`config.mk`:
```
export PLATFORM = sky130hd
export DESIGN_NAME = legv8_mc_control
export DESIGN_NICKNAME = d
export VERILOG_FILES = /design/src/rtl/legv8_mc_control.sv
export SDC_FILE = /design/constraint.sdc
export NUM_CORES = 1
export LEC_CHECK = 0
export ABC_CLOCK_PERIOD_IN_PS = 2800
export CAP_MARGIN = 25
export CORE_ASPECT_RATIO = 1.2
export CORE_MARGIN = 2
export CORE_UTILIZATION = 51
export DETAILED_ROUTE_END_ITERATION = 10
export PLACE_DENSITY = 0.81
export RECOVER_POWER = 100
export SYNTH_ARGS = -nofsm -noshare
export SYNTH_HDL_FRONTEND = slang
export SYNTH_SLANG_ARGS = --single-unit
```
`constraint.sdc`:
```
create_clock -name clk -period 2.8 [get_ports clk]
set_input_delay 0.7 -clock clk [delete_from_list [all_inputs] [get_ports clk]]
set_output_delay 0.7 -clock clk [all_outputs]
set_load 0.02 [all_outputs]
```
`src/rtl/legv8_mc_control.sv`:
```
// Multi-cycle LEGv8 control sequencer: fetch handshake, decode, execute, memory and
// writeback sequencing with a retired-instruction counter and sticky fault detection.
module legv8_mc_control #(
   parameter int MEM_TIMEOUT = 16,
   parameter int RET_W       = 32
) (
   input  logic             clk,
   input  logic             reset_n,
   input  logic             instr_valid,
   output logic             instr_ready,
   input  logic [10:0]      Op,
   input  logic             zero_E,
   input  logic             mem_ready,
   output logic             Reg2Loc,
   output logic             AluSrc,
   output logic [3:0]       AluControl,
   output logic             MemRead,
   output logic             MemWrite,
   output logic             MemtoReg,
   output logic             RegWrite,
   output logic             IRWrite,
   output logic             PCWrite,
   output logic             PCSrc,
   output logic             fault,
   output logic [RET_W-1:0] retired
);

   localparam int CW = (MEM_TIMEOUT > 1) ? $clog2(MEM_TIMEOUT) : 1;
   localparam logic [CW-1:0] LP_CNT_LAST = CW'(MEM_TIMEOUT - 1);

   typedef enum logic [2:0] {
      S_FETCH,
      S_DECODE,
      S_EXEC,
      S_MEM,
      S_WB,
      S_FAULT
   } state_t;

   state_t           r_state;
   state_t           w_next;
   logic [10:0]      r_op;
   logic [CW-1:0]    r_cnt;
   logic [CW-1:0]    w_cnt_next;
   logic [RET_W-1:0] r_retired;
   logic             w_retire;
   logic             w_fire;

   logic w_ldur, w_stur, w_cbz, w_add, w_sub, w_and, w_orr;
   logic w_rtype, w_memop, w_legal;
   logic [3:0] w_alu_op;

   logic       w_instr_ready, w_reg2loc, w_alusrc, w_memread, w_memwrite;
   logic       w_memtoreg, w_regwrite, w_irwrite, w_pcwrite, w_pcsrc, w_fault;
   logic [3:0] w_aluctl;

   assign w_ldur  = (r_op == 11'b11111000010);
   assign w_stur  = (r_op == 11'b11111000000);
   assign w_cbz   = (r_op[10:3] == 8'b10110100);
   assign w_add   = (r_op == 11'b10001011000);
   assign w_sub   = (r_op == 11'b11001011000);
   assign w_and   = (r_op == 11'b10001010000);
   assign w_orr   = (r_op == 11'b10101010000);
   assign w_rtype = w_add | w_sub | w_and | w_orr;
   assign w_memop = w_ldur | w_stur;
   assign w_legal = w_rtype | w_memop | w_cbz;

   assign w_alu_op = w_orr ? 4'b0001 :
                     w_sub ? 4'b0110 :
                     w_cbz ? 4'b0111 :
                     (w_add | w_memop) ? 4'b0010 : 4'b0000;

   assign w_fire = (r_state == S_FETCH) && instr_valid;

   always_ff @(posedge clk or negedge reset_n) begin
      if (!reset_n) begin
         r_state   <= S_FETCH;
         r_op      <= '0;
         r_cnt     <= '0;
         r_retired <= '0;
      end else begin
         r_state <= w_next;
         r_cnt   <= w_cnt_next;
         if (w_fire) begin
            r_op <= Op;
         end
         if (w_retire) begin
            r_retired <= r_retired + RET_W'(1);
         end
      end
   end

   always_comb begin
      w_next        = r_state;
      w_cnt_next    = r_cnt;
      w_retire      = 1'b0;
      w_instr_ready = 1'b0;
      w_reg2loc     = 1'b0;
      w_alusrc      = 1'b0;
      w_aluctl      = 4'b0000;
      w_memread     = 1'b0;
      w_memwrite    = 1'b0;
      w_memtoreg    = 1'b0;
      w_regwrite    = 1'b0;
      w_irwrite     = 1'b0;
      w_pcwrite     = 1'b0;
      w_pcsrc       = 1'b0;
      w_fault       = 1'b0;
      case (r_state)
         S_FETCH: begin
            w_instr_ready = 1'b1;
            if (instr_valid) begin
               w_irwrite = 1'b1;
               w_next    = S_DECODE;
            end
         end
         S_DECODE: begin
            w_reg2loc = w_stur | w_cbz;
            w_next    = w_legal ? S_EXEC : S_FAULT;
         end
         S_EXEC: begin
            w_reg2loc = w_stur | w_cbz;
            w_alusrc  = w_memop;
            w_aluctl  = w_alu_op;
            if (w_rtype) begin
               w_next = S_WB;
            end else if (w_memop) begin
               w_cnt_next = '0;
               w_next     = S_MEM;
            end else begin
               w_pcwrite = 1'b1;
               w_pcsrc   = zero_E;
               w_retire  = 1'b1;
               w_next    = S_FETCH;
            end
         end
         S_MEM: begin
            w_reg2loc  = w_stur;
            w_alusrc   = 1'b1;
            w_aluctl   = w_alu_op;
            w_memread  = w_ldur;
            w_memwrite = w_stur;
            // A completion on the last allowed cycle takes priority over the timeout.
            if (mem_ready) begin
               if (w_ldur) begin
                  w_next = S_WB;
               end else begin
                  w_pcwrite = 1'b1;
                  w_retire  = 1'b1;
                  w_next    = S_FETCH;
               end
            end else if (r_cnt == LP_CNT_LAST) begin
               w_next = S_FAULT;
            end else begin
               w_cnt_next = r_cnt + CW'(1);
            end
         end
         S_WB: begin
            w_regwrite = 1'b1;
            w_memtoreg = w_ldur;
            w_pcwrite  = 1'b1;
            w_retire   = 1'b1;
            w_next     = S_FETCH;
         end
         S_FAULT: begin
            w_fault = 1'b1;
         end
         default: begin
            w_next = S_FAULT;
         end
      endcase
   end

   // Everything is forced low while reset is held, including the FETCH-state ready.
   assign instr_ready = reset_n & w_instr_ready;
   assign Reg2Loc     = reset_n & w_reg2loc;
   assign AluSrc      = reset_n & w_alusrc;
   assign AluControl  = reset_n ? w_aluctl : 4'b0000;
   assign MemRead     = reset_n & w_memread;
   assign MemWrite    = reset_n & w_memwrite;
   assign MemtoReg    = reset_n & w_memtoreg;
   assign RegWrite    = reset_n & w_regwrite;
   assign IRWrite     = reset_n & w_irwrite;
   assign PCWrite     = reset_n & w_pcwrite;
   assign PCSrc       = reset_n & w_pcsrc;
   assign fault       = reset_n & w_fault;
   assign retired     = r_retired;

endmodule

```
Word level (Yosys, flattened, before mapping):

Index checks and enable logic that the tools add are counted.

* register bits: 50
* bits of input ports: 16
* output and inout port bits: 47
* logic and storage cells: 89

* add/sub/neg operators: 2
* eq/ne operators: 19
* mux-type cells: 37
* bitwise gates (word level): 20
* reduce and logical (&&, ||, !) cells: 7

Operators with widths (number)
* $eq 11x11->1 const B: 6
* $add 32x1->32 const B: 1
* $mux 3: 10
* $mux 4: 5
* $pmux 3 s6: 1
* $mux 1: 15
* $and 1x1->1: 11
* $ne 2x2->1 const B: 5
* $eq 8x8->1 const B: 1
* $or 1x1->1: 8
* $pmux 4 s2: 1
* $eq 3x2->1 const B: 2
* $eq 3x3->1 const B: 2
* $reduce_and 5->1: 1
* $add 4x1->4 const B: 1
* $eq 4x4->1 const B: 1
* $mux 2: 2
* $pmux 1 s2: 2
* $reduce_or 2->1: 2
* $eq 3x1->1 const B: 1
* $logic_not 3->1: 1
* $ne 3x3->1 const B: 1
* $pmux 1 s3: 1
* $reduce_and 3->1: 1
* other kinds (3): 3

Depth between registers and ports, before layout:

Gate-level depths: netlist (run 1).

* depth after elaboration: 9
* gate-level depth with buffers: 9
* depth with buffers taken out: 6

Least setup slack after synthesis (run 1):

Ideal clock, no wire load.

* kind: reg2out
* from: reg r_op[3]
* to: out Reg2Loc
* arrival time: 2117 ps
* data required time: 2100 ps
* slack: -17 ps
* cell stages (with the launch flop): 5
* path buffers: 0
* cells stage by stage: dfrtp_1 -> and4bb_4 -> nor4bb_1 -> a21oi_1 -> nor4b_1

* word-level cells in the longest chain between the ends: 4
* elaborated cells on any way between the ends: 5
* classes of those cells: eq/ne (2); mux (1); bitwise (2)

RTL lines
* from (decl): RTL line 42 `logic [10:0] r_op;`
* from (signal assigned): RTL line 85 `r_op <= Op;`
* $eq 11x11->1 or $eq 8x8->1 (tied branches): RTL line 58, 59
* $or 1x1->1: RTL line 118, 122
* $pmux 1 s2 *: RTL line 109 `case (r_state)`
* $and 1x1->1 *: RTL line 176 `assign Reg2Loc = reset_n & w_reg2loc;`
* to (decl): RTL line 14 `output logic Reg2Loc,`

Mark *: on every way between the ends. The rest lies on a longest branch, timed or not.

Worst setup path in the final report (run 1):

* from: in instr_valid
* to: out IRWrite

* word-level cells in the longest chain between the ends: 3

RTL lines
* from (decl): RTL line 9 `input logic instr_valid,`
* $mux 1: RTL line 112 `if (instr_valid) begin`
* $mux 1: RTL line 109
* $and 1x1->1: RTL line 183 `assign IRWrite = reset_n & w_irwrite;`
* to (decl): RTL line 21 `output logic IRWrite,`

No other way between the ends.

==> results of run 1 <==
==> power by group through the flow <==
stage	clock network, mW	registers (mW)	logic, mW
after floorplan	0	1.42	0.861
after global routing	0.576	1.35	1.70
after detailed placement	0	1.31	1.66
after CTS	0.550	1.30	1.68
final	0.546	1.31	1.57
after global placement	0	1.29	1.63
==> kinds of logic after synthesis <==
logic type / share of synthesized area [%]
compound gates: 15.1
xor+xnor: 9.53
fa+ha+maj: 0.879
buf+inv: 3.30
flops: 43.9
mux: 5.89
other cells: 0.132
simple gates: 21.2
==> cell type report <==
class	instances	area (um^2)	area share [%]
multi-input combinational	206	1490	40.5
sequential	50	1250	34.1
timing repair buffer	87	722	19.7
tap	62	77.6	2.11
clock buffer	5	68.8	1.88
clock inverter	3	48.8	1.33
inverter	4	15.0	0.409
==> state kept, by name, indices dropped and copies added (netlist names) <==
register	flops
r_op	11
r_cnt	4
retired	32
r_state	3
==> worst max path at each step <==
stage	from	endpoint	slack (ps)
6_report	instr_valid	IRWrite	80
5_1_grt	instr_valid	IRWrite	4
4_1_cts	r_op[8]$_DFFE_PN0P_	PCSrc	1
3_5_place_dp	mem_ready	PCWrite	-250
3_3_place_gp	mem_ready	PCWrite	-260
2_1_floorplan	r_op[3]$_DFFE_PN0P_	Reg2Loc	230
==> stage by stage <==
| step | worst slack [ps] | instances | instance area, um^2 | TNS, ps |
|---|---|---|---|---|
| floorplan | 235 | 274 | 2850 | 0 |
| global placement | -262 | 409 | 3650 | -321 |
| detailed placement | -253 | 409 | 3650 | -308 |
| CTS | 1.13 | 417 | 3780 | 0 |
| global route | 3.77 | 417 | 3670 | 0 |
| finish | 80.9 | 417 | 3670 | 0 |
==> cells in the mapped netlist (4+ instances only) <==
cell,count
nand4_1,10
xor2_1,30
nand2_1,20
nand2b_1,6
nor2_1,12
nor3_1,5
buf_2,6
a211oi_1,10
mux2_2,14
and3_1,8
a21oi_1,21
nand3_1,19
dfrtp_1,50
inv_1,4
==> routing by layer <==
metal | GRT usage, % | routed length, um | vias to the layer above
li1 | - | - | 1159
met1 | 33.7 | 3060 | 1241
met2 | 39.8 | 3600 | 86
met3 | 4.47 | 406 | 13
met4 | 7.38 | 110 | 0
met5 | 0 | 0 | -
==> what timing repair did <==
item,in CTS,in global routing
pin swaps,0,0
resized for setup,17,20
setup endpoints to repair,10,10
==> run metrics, run 1 <==
Cells after Synth=274; detailed-route DRC error count=0; Rows=29; worst path bufs/invs=2; number of nets produced by synthesis=a little under 300; antenna violation net count after detailed routing=0; Internal=a little under 2 mW; hold_buf cts=0; global-route usage over all layers=approximately a quarter; io pins=63; CTS tree=done; category of the worst setup path capture point=primary output; Hold/Removal Path Class=in -> async; path length in cells of the critical path=4; Max clock buf depth=2; setup repair after global routing missed its margin=false; part of the Yosys area used for sequential elements=43.9%; area of the mapped netlist=2850 um^2; number of clock sinks=50; number of cell instances on the worst register-to-register path=7; Post-synth ARST share=100%; final core utilization=between 60 and 70%; biggest area consumer among synthesized cells=dfrtp_1; Max Cap Violations=0; leading cell type in the layout, fill and taps excluded=dfrtp_1; number of CTS-inserted buffers=5; Primary FF master, synth=dfrtp_1; data required time at the worst endpoint=~2100 ps; number of enable-type register cells in the synthesized netlist=0; post-layout min period=between 2000 and 3000 ps; number of nets in the layout=between 300 and 400; number of DRC markers in iteration 0=~160; weighted congestion reported at the end of routability-driven placement=around 0.81; sequential cell fraction of total power=a little under two fifths; power density of the placed cells=934 nW/um^2; Combinational Power Share=a little under half; Total Routed Length=roughly 7200 um; sw frac=between 40% and 50%; post-layout power=3.43 mW; Fin Hold WS=between 300 and 400 ps; source of the worst register-to-register timing path=r_op[8]$_DFFE_PN0P_; post-synth top area share=~44%; Worst-path clk slew=100 ps; post-synthesis area per instance=10.4 um^2; reg-to-reg endpoint=retired[13]$_DFFE_PN0P_; setup skew after layout=7.87 ps; number of inserted diodes=0; maximum number of pins on one net before global-route repair=34; slowest CP cell=clkdlybuf4s50_1; highest net fanout along the worst path=2; Slew Limit Fails=0; Top Family by Delay on Critical Path=buffers and inverters; Crit path top cell by count=clkdlybuf4s50_1; number of antenna violations at the first check in global routing=0; standard cell core area=about 5300 um^2; average wire per cell in the routed design=roughly 17 um; highest clock frequency the design can meet=0.368 GHz; endpoints failing hold=0; commonest cells after routing, fill and taps aside=50 x dfrtp_1, 36 x dlygate4sd3_1, 30 x xor2_1; worst reg-to-reg setup slack=around 310 ps; source-to-sink clock delay at the later pin of the worst-skew pair=310 ps; Filler Cell Count=422; post-synthesis sequential element count=50; Clock power frac=between 10% and 20%; Starting Density=approximately 53%; wire length of the first global-routing pass=between 10000 and 15000 um; CP cell instances=clkdlybuf4s50_1, nand2b_1, nor3_1, clkdlybuf4s50_1; Chip Height=about 86 um; type of the worst setup path=in -> out; switching power summed over all nets=approximately 1.5 mW; share of cells above drive strength 1=~17%; Yosys Warn Count=0; H-tree Lvls=2; outcome=finished clean; vias=2499; detailed-router iteration count before antenna repair=5; leakage power summed over all cells=roughly 1.3 nW; die boundary width=a little over 70 um; element type at the critical path start=primary input; Worst Tran Pin Value=roughly 870 ps; Max VDD drop=around 0.74 mV; number of global-route vias before repair=2435; number of buffer cells added on primary ports=between 60 and 70; relative max-transition margin=between 40% and 50%; Crit path largest cell delay=approximately 630 ps; detail-routed via count per cell=between 5 and 6; placed wire-length estimate after detailed placement=approximately 5000 um; sum of overflow across all layers after global routing=0; top post-synthesis cells by area=dfrtp_1 44%, xor2_1 9.2%, mux2_2 5.5%, a21oi_1 3.7%, nand3_1 3.3%; clock root buffer master=clkbuf_8; data arrival time at the worst-slack endpoint=slightly above 2000 ps; setup bufs post-CTS=0; Setup Viol. Count Final=0; number of distinct standard cells referenced by the synthesized netlist=50; Die ar.=approximately 6200 um^2; final clock period utilization by the worst path=a little over nine tenths; layout-stage area growth over the synthesis result=28.9%
Note: power is estimated with default switching activity, not from simulation.
==> run 2, diff against run 1 <==
--- a/config.mk
+++ b/config.mk
@@ -9,9 +9,10 @@
 export CAP_MARGIN = 25
 export CORE_ASPECT_RATIO = 1.2
 export CORE_MARGIN = 2
-export CORE_UTILIZATION = 51
+export CORE_UTILIZATION = 52
+export CTS_BUF_LIST = sky130_fd_sc_hd__clkbuf_8
 export DETAILED_ROUTE_END_ITERATION = 10
-export PLACE_DENSITY = 0.81
+export PLACE_DENSITY = 0.82
 export RECOVER_POWER = 100
 export SYNTH_ARGS = -nofsm -noshare
 export SYNTH_HDL_FRONTEND = slang
==> run metrics, run 2 (same netlist as run 1, synthesis figures left out) <==
final clock period utilization by the worst path=97.3% (+0.17 points); Worst Tran Pin Value=830 ps (-35.4 ps); Max VDD drop=0.667 mV (-9.4%); Crit path top cell by count=buf_4; number of CTS-inserted buffers=5 (unchanged); Max clock buf depth=2 (unchanged); number of inserted diodes=0 (unchanged); Worst-path clk slew=90 ps (about the same); post-route insts no fill=418 (+0.24%); detail-routed via count per cell=5.92 (-1.3%); Max Cap Violations=0 (unchanged); Fin Hold WS=209 ps (-171 ps); aggregate negative setup slack=0 ps (unchanged); Clock power frac=16.0% (about the same); Crit path largest cell delay=390 ps (-240 ps); switching power summed over all nets=1.41 mW (-3.1%); data required time at the worst endpoint=2100 ps (about the same); sequential cell fraction of total power=38.4% (+0.2 points); wire length of the first global-routing pass=11400 um (-5.2%); post-route cell area=3690 um^2 (+0.58%); post-layout power=3.41 mW (-0.55%); weighted congestion reported at the end of routability-driven placement=0.868 (+7.7%); number of antenna violations at the first check in global routing=0 (unchanged); slowest CP cell=dfrtp_1; Total Routed Length=6850 um (-4.5%); highest clock frequency the design can meet=0.367 GHz (-0.17%); outcome=finished clean; share of cells above drive strength 1=16.6% (-0.89 points); sum of overflow across all layers after global routing=0 (unchanged); setup repair after global routing missed its margin=false; Placed Instances=410 (+0.24%); Largest register FFs=32 (unchanged); number of global-route vias before repair=2361 (-3.0%); type of the worst setup path=reg -> out; detailed-router iteration count before antenna repair=4 (-1); leakage power summed over all cells=1.32 nW (-0.43%); maximum number of pins on one net before global-route repair=35 (+2.9%); commonest cells after routing, fill and taps aside=49 x dfrtp_1, 33 x dlygate4sd3_1, 30 x xor2_1; Hold/Removal Path Class=in -> async; power density of the placed cells=924 nW/um^2 (-1.1%); total cell area at the placement stage=3660 um^2 (+0.21%); post-layout min period=2720 ps (+4.63 ps); detailed-route DRC error count=0 (unchanged); number of buffer cells added on primary ports=61 (unchanged); CP cell instances=and4bb_4, nor4bb_2, buf_4, buf_4, and3_1, clkdlybuf4s15_1; Rows=29 (unchanged); Chip Height=85.1 um (-0.92%); global-route usage over all layers=23.4% (-1.2 points); antenna violation net count after detailed routing=0 (unchanged); clock root buffer master=clkbuf_8; element type at the critical path start=flip-flop; H-tree Lvls=2 (unchanged); final core utilization=69.7% (+0.87 points); Setup Viol. Count Final=0 (unchanged); Starting Density=53.8% (+0.37 points); setup bufs post-CTS=0 (unchanged); relative max-transition margin=44.6% (+2.4 points); average wire per cell in the routed design=16.4 um (-4.7%); endpoints failing hold=0 (unchanged); leading cell type in the layout, fill and taps excluded=dfrtp_1; io pins=63 (unchanged); die boundary width=71.6 um (-0.91%); vias=2473 (-1.0%); PnR worst setup slack=76.3 ps (-4.63 ps); Slew Limit Fails=0 (unchanged); highest net fanout along the worst path=6 (+4); number of clock sinks=50 (unchanged); setup skew after layout=5.17 ps (-2.70 ps); standard cell core area=5300 um^2 (-0.68%); placed wire-length estimate after detailed placement=5020 um (+0.78%); Combinational Power Share=45.6% (-0.3 points); sw frac=41.4% (-1.1 points); number of DRC markers in iteration 0=238 (+47%); layout-stage area growth over the synthesis result=29.6%; data arrival time at the worst-slack endpoint=2020 ps (about the same); Die ar.=6090 um^2 (-1.8%); CTS tree=done; number of nets in the layout=373 (+0.27%); Placement Setup Slack=-225 ps (+27.2 ps); Internal=2.00 mW (+1.4%); source-to-sink clock delay at the later pin of the worst-skew pair=300 ps (about the same); category of the worst setup path capture point=primary output
==> run 2: per-layer routing <==
metal / GRT usage (%) / vias to the layer above / part of all wire [%]
li1: - / 1161 / -
met4: 7.72 / 0 / 1.6
met1: 32.1 / 1228 / 43
met5: 0 / - / 0
met3: 3.56 / 9 / 4.8
met2: 38.0 / 75 / 50
==> run 2: worst max-delay path, delay by kind of cell, from the launching register on <==
kind,cells,cell delay (ps)
DFF,1,390
and+or+nand+nor,3,750
buffers and inverters,3,580
==> run 2: power by group through the flow <==
stage | sequential (mW) | clock (mW) | combinational, mW
floorplan | 1.42 | 0 | 0.861
global placement | 1.30 | 0 | 1.63
detailed placement | 1.32 | 0 | 1.66
CTS | 1.31 | 0.554 | 1.67
global route | 1.36 | 0.589 | 1.67
finish | 1.31 | 0.546 | 1.55
==> run 2: path summary, 6_finish.rpt <==
path / cells past startpoint / from / slack, ps / endpoint
max: 6 / r_op[4]$_DFFE_PN0P_ / 80 / MemWrite
min: 1 / reset_n / 210 / r_op[1]$_DFFE_PN0P_
max reg2reg: 8 / r_op[3]$_DFFE_PN0P_ / 350 / retired[25]$_DFFE_PN0P_
min reg2reg: 1 / retired[31]$_DFFE_PN0P_ / 470 / retired[31]$_DFFE_PN0P_
max in group asynchronous: 3 / reset_n / 1270 / r_op[9]$_DFFE_PN0P_
min in group clk: 1 / retired[31]$_DFFE_PN0P_ / 470 / retired[31]$_DFFE_PN0P_
==> run 2: area by class of cell <==
class / count / area [um^2]
Fill cell: 433 / 1610
Multi-Input combinational cell: 206 / 1470
Sequential cell: 50 / 1250
Timing Repair Buffer: 88 / 754
Clock buffer: 6 / 82.6
Tap cell: 62 / 77.6
Clock inverter: 2 / 38.8
Inverter: 4 / 15.0
==> run 2: repair_timing <==
| item | CTS | global route |
|---|---|---|
| resized for setup | 12 | 16 |
| hold buffers | 0 | 0 |
| endpoints found under the setup margin | 10 | 8 |
==> run 3, diff against run 2 <==
--- a/config.mk
+++ b/config.mk
@@ -5,14 +5,14 @@
 export SDC_FILE = /design/constraint.sdc
 export NUM_CORES = 1
 export LEC_CHECK = 0
-export ABC_CLOCK_PERIOD_IN_PS = 2800
+export ABC_CLOCK_PERIOD_IN_PS = 3300
 export CAP_MARGIN = 25
 export CORE_ASPECT_RATIO = 1.2
 export CORE_MARGIN = 2
-export CORE_UTILIZATION = 52
+export CORE_UTILIZATION = 56
 export CTS_BUF_LIST = sky130_fd_sc_hd__clkbuf_8
 export DETAILED_ROUTE_END_ITERATION = 10
-export PLACE_DENSITY = 0.82
+export PLACE_DENSITY = 0.87
 export RECOVER_POWER = 100
 export SYNTH_ARGS = -nofsm -noshare
 export SYNTH_HDL_FRONTEND = slang
==> constraint.sdc (replaced) <==
create_clock -name clk -period 3.3 [get_ports clk]
set_input_delay 0.825 -clock clk [delete_from_list [all_inputs] [get_ports clk]]
set_output_delay 0.825 -clock clk [all_outputs]
set_load 0.02 [all_outputs]
==> run metrics, run 3 (same netlist as run 1, synthesis figures left out) <==
category of the worst setup path capture point=primary output; power density of the placed cells=762 nW/um^2 (-18%); reg-to-reg endpoint=retired[15]$_DFFE_PN0P_; number of clock sinks=50 (unchanged); sequential cell fraction of total power=41.6% (+3.2 points); sum of overflow across all layers after global routing=0 (unchanged); post-layout min period=between 3000 and 4000 ps; wire length of the first global-routing pass=10500 um (-7.9%); aggregate negative setup slack=0 ps (unchanged); outcome=complete, but fails checks; post-layout power=2.72 mW (-20%); source of the worst register-to-register timing path=r_op[5]$_DFFE_PN0P_; Combinational Power Share=44.1% (-1.5 points); vias=2402 (-2.9%); average wire per cell in the routed design=15.9 um (-3.2%); Max Cap Violations=1 (+1); sw frac=43.0% (+1.6 points); Die ar.=5670 um^2 (-6.8%); setup bufs post-CTS=0 (unchanged); clock root buffer master=clkbuf_8; Slew Limit Fails=31 (+31); post-route insts no fill=400 (-4.3%); number of inserted diodes=0 (unchanged); element type at the critical path start=flip-flop; Largest register FFs=32 (unchanged); source-to-sink clock delay at the later pin of the worst-skew pair=320 ps (+20 ps); layout-stage area growth over the synthesis result=25.4%; hold_buf cts=0 (unchanged); share of cells above drive strength 1=11.5% (-5.1 points); Rows=28 (-3.4%); detailed-router iteration count before antenna repair=5 (+1); relative max-transition margin=-5.42% (-50 points); Max clock buf depth=2 (unchanged); Resized cells post-CTS=1 (-11); CTS tree=done; number of buffer cells added on primary ports=61 (unchanged); Hold/Removal Path Class=in -> async; switching power summed over all nets=1.17 mW (-17%); leading cell type in the layout, fill and taps excluded=dfrtp_1; Setup Viol. Count Final=0 (unchanged); H-tree Lvls=2 (unchanged); final core utilization=72.8% (+3.2 points); Total Routed Length=6350 um (-7.4%); placed wire-length estimate after detailed placement=4540 um (-9.7%); leakage power summed over all cells=1.23 nW (-7.0%); setup skew after layout=16.9 ps (+11.8 ps); detailed-route DRC error count=0 (unchanged); number of cell instances on the worst register-to-register path=6 (-2); setup repair after global routing missed its margin=false; global-route usage over all layers=23.0% (-0.41 points); worst reg-to-reg setup slack=590 ps (+240 ps); Internal=1.55 mW (-22%); data required time at the worst endpoint=2470 ps (+370 ps); number of global-route vias before repair=2237 (-5.3%); number of antenna violations at the first check in global routing=0 (unchanged); Chip Height=82.1 um (-3.5%); number of nets in the layout=357 (-4.3%); number of DRC markers in iteration 0=120 (-50%); antenna violation net count after detailed routing=0 (unchanged); Placed Instances=392 (-4.4%); Max VDD drop=0.535 mV (-20%); highest net fanout along the worst path=5 (-1); Worst-path clk slew=90 ps (about the same); highest clock frequency the design can meet=0.315 GHz; number of CTS-inserted buffers=5 (unchanged); failing checks=capacitance limit, slew limit; io pins=63 (unchanged); endpoints failing hold=0 (unchanged); weighted congestion reported at the end of routability-driven placement=0.893 (+2.9%); commonest cells after routing, fill and taps aside=49 x dfrtp_1, 39 x dlygate4sd3_1, 30 x xor2_1; final clock period utilization by the worst path=a little over nine tenths; detail-routed via count per cell=6.01 (+1.5%); die boundary width=69.1 um (-3.4%); Starting Density=58.1% (+4.3 points); maximum number of pins on one net before global-route repair=31 (-11%); type of the worst setup path=reg -> out; data arrival time at the worst-slack endpoint=2350 ps (+330 ps); Worst Tran Pin Value=1580 ps (+751 ps); Clock power frac=14.3% (-1.7 points); standard cell core area=4900 um^2 (-7.4%)
==> run 3: changes by cell type in the layout (fill, tap and decap cells not counted), moves of 2 or more <==
cell,delta
buf_4,-14
dlygate4sd3_1,+6
clkdlybuf4s15_1,-3
clkbuf_2,-5
clkdlybuf4s50_1,+2
==> run 3: critical path: stages (launching register included) <==
cell	delay, ps
dfrtp_1	420
and4bb_4	240
a22oi_2	260
nor3_1	140
nor4b_1	310
clkdlybuf4s50_1	660
==> run 3: worst max path at each step <==
stage,from,end,cells after the start,slack (ps)
final,r_op[8]$_DFFE_PN0P_,PCSrc,5,120
after global routing,r_op[8]$_DFFE_PN0P_,PCSrc,5,2
after CTS,r_op[1]$_DFFE_PN0P_,AluControl[2],5,9
after detailed placement,mem_ready,PCWrite,6,3
after global placement,mem_ready,PCWrite,6,-0.9
after floorplan,r_op[3]$_DFFE_PN0P_,Reg2Loc,4,360
==> run 3: power groups by stage <==
stage | registers [mW] | logic, mW | clock network, mW
finish | 1.13 | 1.20 | 0.390
global route | 1.18 | 1.30 | 0.423
CTS | 1.13 | 1.30 | 0.396
detailed placement | 1.14 | 1.29 | 0
global placement | 1.13 | 1.26 | 0
floorplan | 1.20 | 0.728 | 0
==> run 3: layout make-up <==
type | count | area (um^2)
multi-input combinational | 206 | 1470
fill | 376 | 1330
sequential | 50 | 1250
timing repair buffer | 72 | 657
clock buffer | 6 | 82.6
tap | 60 | 75.1
clock inverter | 2 | 16.3
inverter | 4 | 15.0
==> run 3: metal layers <==
metal / up-vias / part of all wire [%] / global-route usage [%]
li1: 1136 / - / -
met1: 1192 / 43 / 30.4
met2: 64 / 50 / 38.3
met3: 10 / 4.4 / 4.37
met4: 0 / 1.6 / 8.24
met5: - / 0 / 0
==> run 3: through the flow <==
stage	setup WS (ps)	hold WS, ps	instance area [um^2]
floorplan	358	482	2850
global placement	-0.892	456	3530
detailed placement	2.87	467	3530
CTS	9.20	332	3630
global route	1.92	420	3570
finish	122	400	3570
